**src/rtl/fpu_arb_pkg.sv**
```systemverilog
// fpu_arb_pkg: shared types and constants for the FPU add/sub arbiter.
// Provides the FSM state enum, channel id, latency counter type and IEEE-754 field helpers.
package fpu_arb_pkg;

    localparam int         SIGN_BIT = 31;
    localparam int         EXP_MSB  = 30;
    localparam int         EXP_LSB  = 23;
    localparam logic [7:0] EXP_MAX  = 8'hFF;

    typedef enum logic [1:0] {
        ST_IDLE,
        ST_ISSUE,
        ST_WAIT,
        ST_RESP
    } state_t;

    typedef logic       chan_t;
    typedef logic [3:0] lat_cnt_t;

    // True for Inf/NaN encodings (all-ones exponent field).
    function automatic logic exp_is_max(input logic [31:0] f);
        return f[EXP_MSB:EXP_LSB] == EXP_MAX;
    endfunction

endpackage

```
**src/rtl/rr_arb2.sv**
```systemverilog
// rr_arb2: two-way round-robin grant with a one-bit priority pointer.
// Ports: clk, rst (sync, active-high), en (grant allowed), req[1:0] in; gnt[1:0] one-hot out.
module rr_arb2 (
    input  logic       clk,
    input  logic       rst,
    input  logic       en,
    input  logic [1:0] req,
    output logic [1:0] gnt
);
    import fpu_arb_pkg::*;

    chan_t ptr;

    // A lone requester wins regardless of the pointer; the
    // pointer only breaks ties.
    always_comb begin
        gnt = 2'b00;
        if (en) begin
            unique case (req)
                2'b01:   gnt = 2'b01;
                2'b10:   gnt = 2'b10;
                2'b11:   gnt = ptr ? 2'b10 : 2'b01;
                default: gnt = 2'b00;
            endcase
        end
    end

    // After a grant, priority passes to the other channel.
    always_ff @(posedge clk) begin
        if (rst) begin
            ptr <= 1'b0;
        end else if (|gnt) begin
            ptr <= ~gnt[1];
        end
    end

endmodule

```
**src/rtl/fpu_arbiter.sv**
```systemverilog
// fpu_arbiter: shares one add/sub FP datapath between two requesters, one op in flight.
// Ports: clk, n_rst (sync, active-high); req_valid/ready/op1/op2/sub per channel;
//        dp_op1/dp_op2 out, dp_result/dp_overflow in; rsp_valid/ready per channel;
//        rsp_result, rsp_ovf shared response bus; busy while not IDLE.
module fpu_arbiter #(
    parameter int LATENCY = 1,
    parameter int NCH     = 2
) (
    input  logic                 clk,
    input  logic                 n_rst,
    input  logic [NCH-1:0]       req_valid,
    output logic [NCH-1:0]       req_ready,
    input  logic [NCH-1:0][31:0] req_op1,
    input  logic [NCH-1:0][31:0] req_op2,
    input  logic [NCH-1:0]       req_sub,
    output logic [31:0]          dp_op1,
    output logic [31:0]          dp_op2,
    input  logic [31:0]          dp_result,
    input  logic                 dp_overflow,
    output logic [NCH-1:0]       rsp_valid,
    input  logic [NCH-1:0]       rsp_ready,
    output logic [31:0]          rsp_result,
    output logic                 rsp_ovf,
    output logic                 busy
);
    import fpu_arb_pkg::*;

    localparam lat_cnt_t LAT_INIT = lat_cnt_t'(LATENCY - 1);

    state_t      state;
    state_t      next_state;
    lat_cnt_t    cnt;
    chan_t       chan;
    chan_t       gnt_chan;
    logic [1:0]  gnt;
    logic        arb_en;
    logic        take;
    logic        capture;
    logic        rsp_done;
    logic [31:0] op2_eff;

    // Grants are only possible in IDLE and never while reset is held,
    // so req_ready is low during reset.
    assign arb_en = (state == ST_IDLE) && !n_rst;

    rr_arb2 u_rr (
        .clk (clk),
        .rst (n_rst),
        .en  (arb_en),
        .req (req_valid),
        .gnt (gnt)
    );

    assign req_ready = gnt;
    assign take      = |gnt;
    assign gnt_chan  = gnt[1];
    assign capture   = (state == ST_WAIT) && (cnt == '0);
    assign rsp_done  = (state == ST_RESP) && rsp_ready[chan];

    // Subtraction is an add with the second operand's sign flipped.
    always_comb begin
        op2_eff = req_op2[gnt_chan];
        op2_eff[SIGN_BIT] = op2_eff[SIGN_BIT] ^ req_sub[gnt_chan];
    end

    always_comb begin
        next_state = state;
        unique case (state)
            ST_IDLE:  if (take)     next_state = ST_ISSUE;
            ST_ISSUE:               next_state = ST_WAIT;
            ST_WAIT:  if (capture)  next_state = ST_RESP;
            ST_RESP:  if (rsp_done) next_state = ST_IDLE;
            default:                next_state = ST_IDLE;
        endcase
    end

    always_ff @(posedge clk) begin
        if (n_rst) begin
            state <= ST_IDLE;
            busy  <= 1'b0;
        end else begin
            state <= next_state;
            busy  <= (next_state != ST_IDLE);
        end
    end

    always_ff @(posedge clk) begin
        if (n_rst) begin
            cnt        <= '0;
            chan       <= 1'b0;
            dp_op1     <= '0;
            dp_op2     <= '0;
            rsp_valid  <= '0;
            rsp_result <= '0;
            rsp_ovf    <= 1'b0;
        end else begin
            if (take) begin
                chan   <= gnt_chan;
                dp_op1 <= req_op1[gnt_chan];
                dp_op2 <= op2_eff;
            end
            if (state == ST_ISSUE) begin
                cnt <= LAT_INIT;
            end else if (state == ST_WAIT && cnt != '0) begin
                cnt <= cnt - lat_cnt_t'(1);
            end
            if (capture) begin
                rsp_result      <= dp_result;
                rsp_ovf         <= dp_overflow | exp_is_max(dp_result);
                rsp_valid[chan] <= 1'b1;
            end
            if (rsp_done) begin
                rsp_valid <= '0;
            end
        end
    end

endmodule
```
**config.mk**
```make
export PLATFORM = sky130hd
export DESIGN_NAME = fpu_arbiter
export DESIGN_NICKNAME = d
export VERILOG_FILES = /design/src/rtl/fpu_arb_pkg.sv /design/src/rtl/rr_arb2.sv /design/src/rtl/fpu_arbiter.sv
export SDC_FILE = /design/constraint.sdc
export NUM_CORES = 1
export LEC_CHECK = 0
export BUFFER_PORTS_ARGS = -buffer_cell sky130_fd_sc_hd__buf_2
export CORE_UTILIZATION = 25
export CTS_BUF_LIST = sky130_fd_sc_hd__clkbuf_8 sky130_fd_sc_hd__clkbuf_16
export CTS_CLUSTER_SIZE = 16
export DETAILED_ROUTE_END_ITERATION = 10
export GPL_ROUTABILITY_DRIVEN = 0
export SLEW_MARGIN = 20
export SYNTH_ARGS = -nofsm -noshare
export SYNTH_HDL_FRONTEND = slang
export SYNTH_SLANG_ARGS = --single-unit
```
**constraint.sdc**
```tcl
create_clock -name clk -period 1.9 [get_ports clk]
set_clock_uncertainty 0.1 [all_clocks]
set_input_delay 0.38 -clock clk [delete_from_list [all_inputs] [get_ports clk]]
set_output_delay 0.38 -clock clk [all_outputs]
set_load 0.01 [all_outputs]
```
==> results list, run 1 <==
* Run status: finished, final reports clean
- After the last flow step, the layout net total stands at about 950.
- Summing over every cut layer, the via total after detailed routing is ~4600.
- DIE WIDTH: 133 µm
- From synthesis to final layout, the design area changed by 47.9%.
- Critical Path Sink Type: output pin
- Sum of routed wire length over all layers: between 10000 and 15000 µm
* EDFF count, synth: 0
- Design Area, Final: 6310 µm²
- Placement row count: 47
- Dominant cell by count in the synthesized netlist: sky130_fd_sc_hd__nand2_1
- The finished layout holds ~1000 standard cells, fillers aside.
* First-pass iteration count of the detailed router: 4
- After technology mapping, the gate count stands at 512.
- The path class of the tightest hold or removal check is in -> reg.
- Biggest area contributors in the synthesized netlist: sky130_fd_sc_hd__dfxtp_1 51%, sky130_fd_sc_hd__nand2_1 13%, sky130_fd_sc_hd__a21oi_1 9.2%
* Met3 track demand over resource: 4.52%
- The synthesized netlist devotes under 10% of its cell area to XOR and XNOR gates.
- Most congested layer reported by global routing: met2
* Post-DP Area: about 5900 µm²
- Crit path time final: roughly 1.8 ns
* Synth Flop Type: sky130_fd_sc_hd__dfxtp_1
- In this run the tightest slew margin relative to its limit is 68.6%.
- WL/cell: 13.6 µm
- Number of distinct standard cells referenced by the synthesized netlist: 33
* Sort of element at the start of the critical path: flop
- Library cell contributing the largest single delay on the critical path: sky130_fd_sc_hd__dfxtp_4
- Once detail routing completed, the nets flagged for antenna violations numbered 0.
- Arrival @ worst endpoint: about 1.4 ns
* Post-DR vias/cell: 4.55
- In the synthesized netlist the async set-or-reset flop fraction comes to 0%.
* Initial Utilization: ~26%
* Commonest cells post-synth: 152 x sky130_fd_sc_hd__nand2_1, 108 x sky130_fd_sc_hd__dfxtp_1, 78 x sky130_fd_sc_hd__a21oi_1
- The filler cells instantiated in the layout total about 1700.
- After synthesis, the largest family of logic cells by area is compound AO/OA/AOI/OAI gates.
* CTS Hold Bufs: 0
- Synthesis inferred 108 register bits.
* CP cell instances: nor3_4 > buf_6 > nand3_4 > inv_4 > buf_6
- At the pin with the least slew margin, the transition time is ~0.47 ns.
- In the global route stage, overall resource usage came out at roughly 15%.
- Summing the sequential cell areas from Yosys gives 50.7% of the chip area.
- Met1 track utilization from global routing: roughly a fifth
- In the final layout, the multi-input gates occupy 1870 µm².
* Max IR drop VDD: approximately 0.00052 V
- The clock net in this run drives a total of roughly 110 sinks.
- Yosys printed 0 warnings.
* Mean area per synthesized cell: roughly 8.3 µm²
- Cells fill between 30 and 40% of the core in the end.
* Maximum root-to-sink buffer count: 2
* Setup violators final: 0
- The worst setup path is of the reg -> out kind.
- The number of clock buffers added by TritonCTS is 9.
* Root buffer selected by CTS: sky130_fd_sc_hd__clkbuf_16
- The count of endpoints failing hold in the final timing report was 0.
* Placed instance count: roughly 980
* Number of antenna violations at the first check in global routing: 0
- The most numerous cell type found on the critical path is sky130_fd_sc_hd__buf_6.
* Max Fanout on Critical Path: 2
* Adder-cell area share of the yosys netlist: less than 1%
* Power density over cell area: 914 nW/µm²
- The biggest area contributor in the post-synthesis netlist is sky130_fd_sc_hd__dfxtp_1.
- Summed over all cells, the static leakage comes to roughly 2.9 nW.
- For this run, global-route usage on met2 was measured as between 20% and 30%.
- Fraction of final layout cells with drive strength greater than 1: 40.7%
* Area of the core: 16600 µm²
* Initial drt markers: approximately 220
- IO Port Bufs: 270
- Io pins: 271
- Clock tree from TritonCTS: built
- Entering global routing, the biggest net connects 103 pins.
- Achievable clock frequency: roughly 540 MHz
* Complex-gate fraction of the synthesized area: approximately 22%
- For this run, the slowest stage of the critical path takes ~0.36 ns.
* Post-synthesis mux area share: less than 1%
* Die footprint: ~18000 µm²
* Final worst-path cycle share: 96.7%
* Area of the mapped netlist: 4260 µm²
- Total congestion overflow after global routing: 0
- Clk_lat worst skew: about 0.35 ns
- Clock-pin slew was measured on the worst setup and hold paths at 0.07 ns.
* Residual DRC count: 0
- Number of max-cap violations: 0
* H-tree lvl count: 3
* Portion of synthesized cell area occupied by the leading cell type: 50.7%
* Combined flip-flop and latch cell area: between 2000 and 2500 µm²
- HPWL after DPL: 9650 µm
- From bottom edge to top edge, the die measures approximately 130 µm.
- Unrepaired setup endpoints after global routing: true
- Post-Syn Nets: approximately 700
- Final Max Slew Viols: 0
* Summed negative setup slack over all endpoints: 0 ns
- The first global-routing pass estimated about 21000 µm of wire.
* Critical path data required time: around 1.4 ns
- Inserted Diodes: 0
* Post-synthesis share of cell area spent on and, or, nand and nor gates: roughly a fifth
- Via count of the first global-routing pass: roughly 4000
==> state kept, by name, indices dropped and copies added, names as in the netlist, 2 cells and up <==
| register | count |
|---|---|
| cnt | 4 |
| dp_op1 | 32 |
| dp_op2 | 32 |
| rsp_result | 32 |
| rsp_valid | 2 |
| state | 2 |
==> routing by layer <==
layer | vias up | wire [µm]
met5 | - | 0
met4 | 0 | 263
met3 | 17 | 1100
met2 | 208 | 6330
met1 | 2033 | 5970
li1 | 2301 | -
==> final cells by class <==
| class | count | share of cell area (%) |
|---|---|---|
| clock buffer | 13 | 4.44 |
| multi-input combinational | 360 | 29.7 |
| inverter | 6 | 0.595 |
| timing repair inverter | 1 | 0.139 |
| clock inverter | 3 | 0.675 |
| sequential | 108 | 34.3 |
| timing repair buffer | 292 | 25.7 |
| tap | 220 | 4.37 |
==> cell usage in the layout, fill, tap and decap left out, types with 2 or more instances in the layout <==
master	n
sky130_fd_sc_hd__buf_2	268
sky130_fd_sc_hd__nand2_1	152
sky130_fd_sc_hd__dfxtp_1	107
sky130_fd_sc_hd__a21oi_1	78
sky130_fd_sc_hd__a22oi_1	43
sky130_fd_sc_hd__nor2_1	34
sky130_fd_sc_hd__a311oi_1	21
sky130_fd_sc_hd__buf_4	15
sky130_fd_sc_hd__clkbuf_16	10
sky130_fd_sc_hd__buf_12	6
sky130_fd_sc_hd__inv_1	5
sky130_fd_sc_hd__xor2_1	4
sky130_fd_sc_hd__clkbuf_8	4
sky130_fd_sc_hd__nand2b_1	3
sky130_fd_sc_hd__nor3_1	3
sky130_fd_sc_hd__nand3_4	2
sky130_fd_sc_hd__nand3_1	2
sky130_fd_sc_hd__o21ai_0	2
sky130_fd_sc_hd__nand4_1	2
sky130_fd_sc_hd__inv_6	2
sky130_fd_sc_hd__buf_6	2
==> worst paths after layout <==
check                     start        endpoint  slack, ns  depth (start not counted)
setup / recovery       state[0]    req_ready[1]       0.06                          5
hold / removal    dp_result[19]  rsp_result[19]       0.16                          3
setup reg to reg         cnt[0]        state[0]       0.17                          7
hold reg to reg      dp_op1[18]      dp_op1[18]       0.35                          2
==> timing repair <==
action,CTS,global route
gates cloned,0,2
resized for setup,5,4
pin swaps,1,3
buffers inserted,1,3
endpoints found under the setup margin,2,3
==> logic make-up (layout without fill, tap and decap cells) <==
logic type / count (synthesis) / count (layout)
simple gates: 203 / 203
compound gates: 150 / 150
flops: 108 / 108
buf+inv: 44 / 315
xor+xnor: 5 / 5
fa+ha+maj: 1 / 1
mux: 1 / 1
==> critical path: cells and delay by family, from the launching register on <==
family	cells	cell delay, ns
AND/OR/NAND/NOR	2	0.34
buffers and inverters	3	0.31
flip-flops	1	0.36
==> report_power, final <==
part,total [mW],switching [mW],internal [mW]
combinational,1.19,0.655,0.534
clock,2.00,0.837,1.17
sequential,2.57,0.104,2.47
==> metrics by stage <==
step	hold WS, ns	power [mW]	setup WS (ns)
floorplan	0.357	3.22	0.245
global placement	0.339	3.77	0.136
detailed placement	0.343	3.78	0.132
CTS	0.145	5.81	0.00162
global route	0.166	6.07	-0.0156
finish	0.163	5.76	0.0632
Power figures use the tool's default switching activity.
==> inputs of run 2 (changes only) <==
--- a/config.mk
+++ b/config.mk
@@ -6,6 +6,7 @@
 export NUM_CORES = 1
 export LEC_CHECK = 0
 export BUFFER_PORTS_ARGS = -buffer_cell sky130_fd_sc_hd__buf_2
+export CORE_ASPECT_RATIO = 0.5
 export CORE_UTILIZATION = 25
 export CTS_BUF_LIST = sky130_fd_sc_hd__clkbuf_8 sky130_fd_sc_hd__clkbuf_16
 export CTS_CLUSTER_SIZE = 16
==> run 2 against run 1 <==
Clock-buffer cell count down 4. Fmax rose by 1.0%. Critical path depth decreased by 1. Highest routed layer unchanged.
==> results list, run 2 (same netlist as run 1, synthesis figures left out) <==
- Library cell contributing the largest single delay on the critical path: sky130_fd_sc_hd__dfxtp_2 (was sky130_fd_sc_hd__dfxtp_4)
- The largest fanout of any net on the critical path came to 11 (was 2).
- Residual DRC count: 0 (unchanged)
* Root buffer selected by CTS: sky130_fd_sc_hd__clkbuf_16 (unchanged)
- The class of the most critical hold timing path is in -> reg (unchanged).
- The TritonCTS clock tree is built (unchanged).
- # Post-CTS Setup Buffers: 0 (was 1)
- Num CTS Buffers: 9 (unchanged)
- CP cell instances: nor3_4 > nand3_4 > inv_8 > buf_6 (was nor3_4 > buf_6 > nand3_4 > inv_4 > buf_6)
- Setup violators final: 0 (unchanged)
* Design Area, Final: 6210 µm² (was 6310 µm²)
* H-tree lvl count: 3 (unchanged)
* Antenna Violating Nets Remaining: 0 (unchanged)
- The number of sinks on the clock net was 108 (unchanged).
- Total number of vias: 4526 (was 4559)
- Commonest non-fill, non-tap cell in the layout: sky130_fd_sc_hd__buf_2 (unchanged)
- The leakage component of the power is 2.81 nW (was 2.87 nW).
- The cell count of the worst hold path is 3 (unchanged).
- Power density over cell area: 884 nW/µm² (was 914 nW/µm²)
* Number of max-cap violations: 0 (unchanged)
- Area growth from synthesis to layout: 45.7% (was 47.9%)
- Overall power consumption: 5.49 mW (was 5.76 mW)
- The terminating pin of the worst hold path was rsp_result[7] (was rsp_result[19]).
- The global route total overflow was 0 (unchanged).
* First-pass GRT wire length: 19400 µm (was 20900 µm)
- The part of the cycle the worst path needs was 95.7% (was 96.7%).
- The reg-to-reg startpoint is cnt[0] (unchanged).
- The launching instance or port of the critical path was state[0] (unchanged).
- First-pass iteration count of the detailed router: 5 (was 4)
- The via count of the first global-routing pass is 3800 (was 4103).
- All-Layer GR Usage: 13.8% (was 15.2%)
- WL/cell: 13.1 µm (was 13.6 µm)
- The number of buffers added on ports came to 270 (unchanged).
* Worst Hold Launch: dp_result[7] (was dp_result[19])
- Unrepaired setup endpoints after global routing: false (was true).
- The routed wire length came to 13100 µm (was 13700 µm).
- The worst vdd rail ir drop came to 0.000482 V (was 0.000519 V).
- The area inside the core boundary is 16500 µm² (was 16600 µm²).
- Placement row count: 33 (was 47)
* Critical Path Max Stage Delay: 0.34 ns (was 0.36 ns)
* FILL cells: 1753 (was 1739)
* Maximum number of pins on one net before global-route repair: 103 (unchanged)
* Leading cell types in the layout, fill and taps excluded: 267 x sky130_fd_sc_hd__buf_2, 152 x sky130_fd_sc_hd__nand2_1, 106 x sky130_fd_sc_hd__dfxtp_1 (was 268 x sky130_fd_sc_hd__buf_2, 152 x sky130_fd_sc_hd__nand2_1, 107 x sky130_fd_sc_hd__dfxtp_1)
- Die footprint: 17600 µm² (about the same)
- Maximum root-to-sink buffer count: 2 (unchanged)
* Final Max Slew Viols: 0 (unchanged)
- Initial Utilization: 25.8% (was 25.6%)
- The count of endpoints failing hold in the final timing report came to 0 (unchanged).
* Clock slew at reported path FFs: 0.08 ns (was 0.07 ns)
- The required time of the critical path is 1.42 ns (about the same).
- Crit path time final: 1.82 ns (was 1.84 ns)
* Post-DP Area: 5870 µm² (was 5890 µm²)
- The initial DRC count was 183 (was 216).
- The endpoint arrival time on the critical path came to 1.34 ns (was 1.36 ns).
* Slew headroom: 62.5% (was 68.6%)
* Post-layout nets: 943 (was 948)
- Clk_lat worst skew: 0.33 ns (was 0.35 ns)
- Sort of element at the start of the critical path: flop (unchanged)
- Post-DR vias/cell: 4.50 (was 4.55)
- The capture point of the worst reg-to-reg path was rsp_result[23] (was state[0]).
- HPWL after DPL: 9790 µm (was 9650 µm)
- Run status: finished, final reports clean (unchanged)
- The number of hold-repair buffers added at the cts stage came to 0 (unchanged).
- Fraction of final layout cells with drive strength greater than 1: 40.5% (was 40.7%)
- Io pins: 271 (unchanged)
- Worst Reg2Reg Path Length in Cells: 7 (unchanged)
- Class of the most critical setup path: reg -> out (unchanged)
- The slew at the pin closest to its max-slew limit is 0.561 ns (was 0.471 ns).
* Critical Path Sink Type: output pin (unchanged)
- The maximum achievable frequency is 550 MHz (was 544 MHz).
- The height of the die came to 94.4 µm (was 133 µm).
- Biggest registers after layout: dp_op1: 32 flops, dp_op2: 32 flops, rsp_result: 32 flops (unchanged)
- The initial antenna violation count is 0 (unchanged).
- The number of diodes added for antenna fixing was 0 (unchanged).
- Worst setup slack for register-to-register paths: 0.15 ns (was 0.17 ns)
- DIE WIDTH: 187 µm (was 133 µm)
## run 2: power by group
part / internal, mW / total (mW) / switching [mW]
registers: 2.46 / 2.56 / 0.0977
logic: 0.513 / 1.15 / 0.638
clock network: 0.901 / 1.77 / 0.873
## run 2: how the worst max path moves through the flow
stage | to | slack (ns)
after floorplan | rsp_result[25] | 0.24
after global placement | dp_op1[4] | 0.03
after detailed placement | dp_op1[1] | -0.01
after CTS | req_ready[1] | 0.005
after global routing | req_ready[1] | 0.02
final | req_ready[1] | 0.08
## run 2: layer usage
| metal | global-route usage, % | wire [µm] | up-vias |
|---|---|---|---|
| met4 | 2.53 | 95 | 0 |
| met3 | 3.16 | 497 | 9 |
| met5 | 0 | 0 | - |
| met1 | 16.6 | 5720 | 2129 |
| met2 | 25.5 | 6810 | 104 |
| li1 | - | - | 2284 |
## run 2: critical path: cells and delay by family, from the launching register on
| family | cells | cell delay, ns |
|---|---|---|
| buf+inv | 2 | 0.23 |
| simple gates | 2 | 0.43 |
| flops | 1 | 0.34 |
## run 2: what timing repair did
action | in CTS | in global routing
gates resized for setup | 4 | 6
pin swaps | 1 | 0
setup endpoints to repair | 2 | 2
## run 2: through the flow
step | setup TNS [ns] | std cells | setup slack, ns | hold WS, ns | util (%)
finish | 0 | 1005 | 0.0821 | 0.174 | 37.6
global route | 0 | 1005 | 0.0169 | 0.151 | 37.6
CTS | 0 | 1004 | 0.00461 | 0.153 | 37.3
detailed placement | -0.0403 | 988 | -0.0113 | 0.343 | 35.6
global placement | 0 | 988 | 0.0256 | 0.339 | 35.6
floorplan | 0 | 512 | 0.245 | 0.357 | -
## run 2: layout make-up
type                            instances  area, µm²  area share, %
Timing Repair Buffer                  288       1570           25.3
Clock buffer                            9        225           3.63
Clock inverter                          7       51.3          0.826
Inverter                                6       42.5          0.685
Tap cell                              227        284           4.57
Multi-Input combinational cell        360       1870           30.1
Sequential cell                       108       2160           34.9
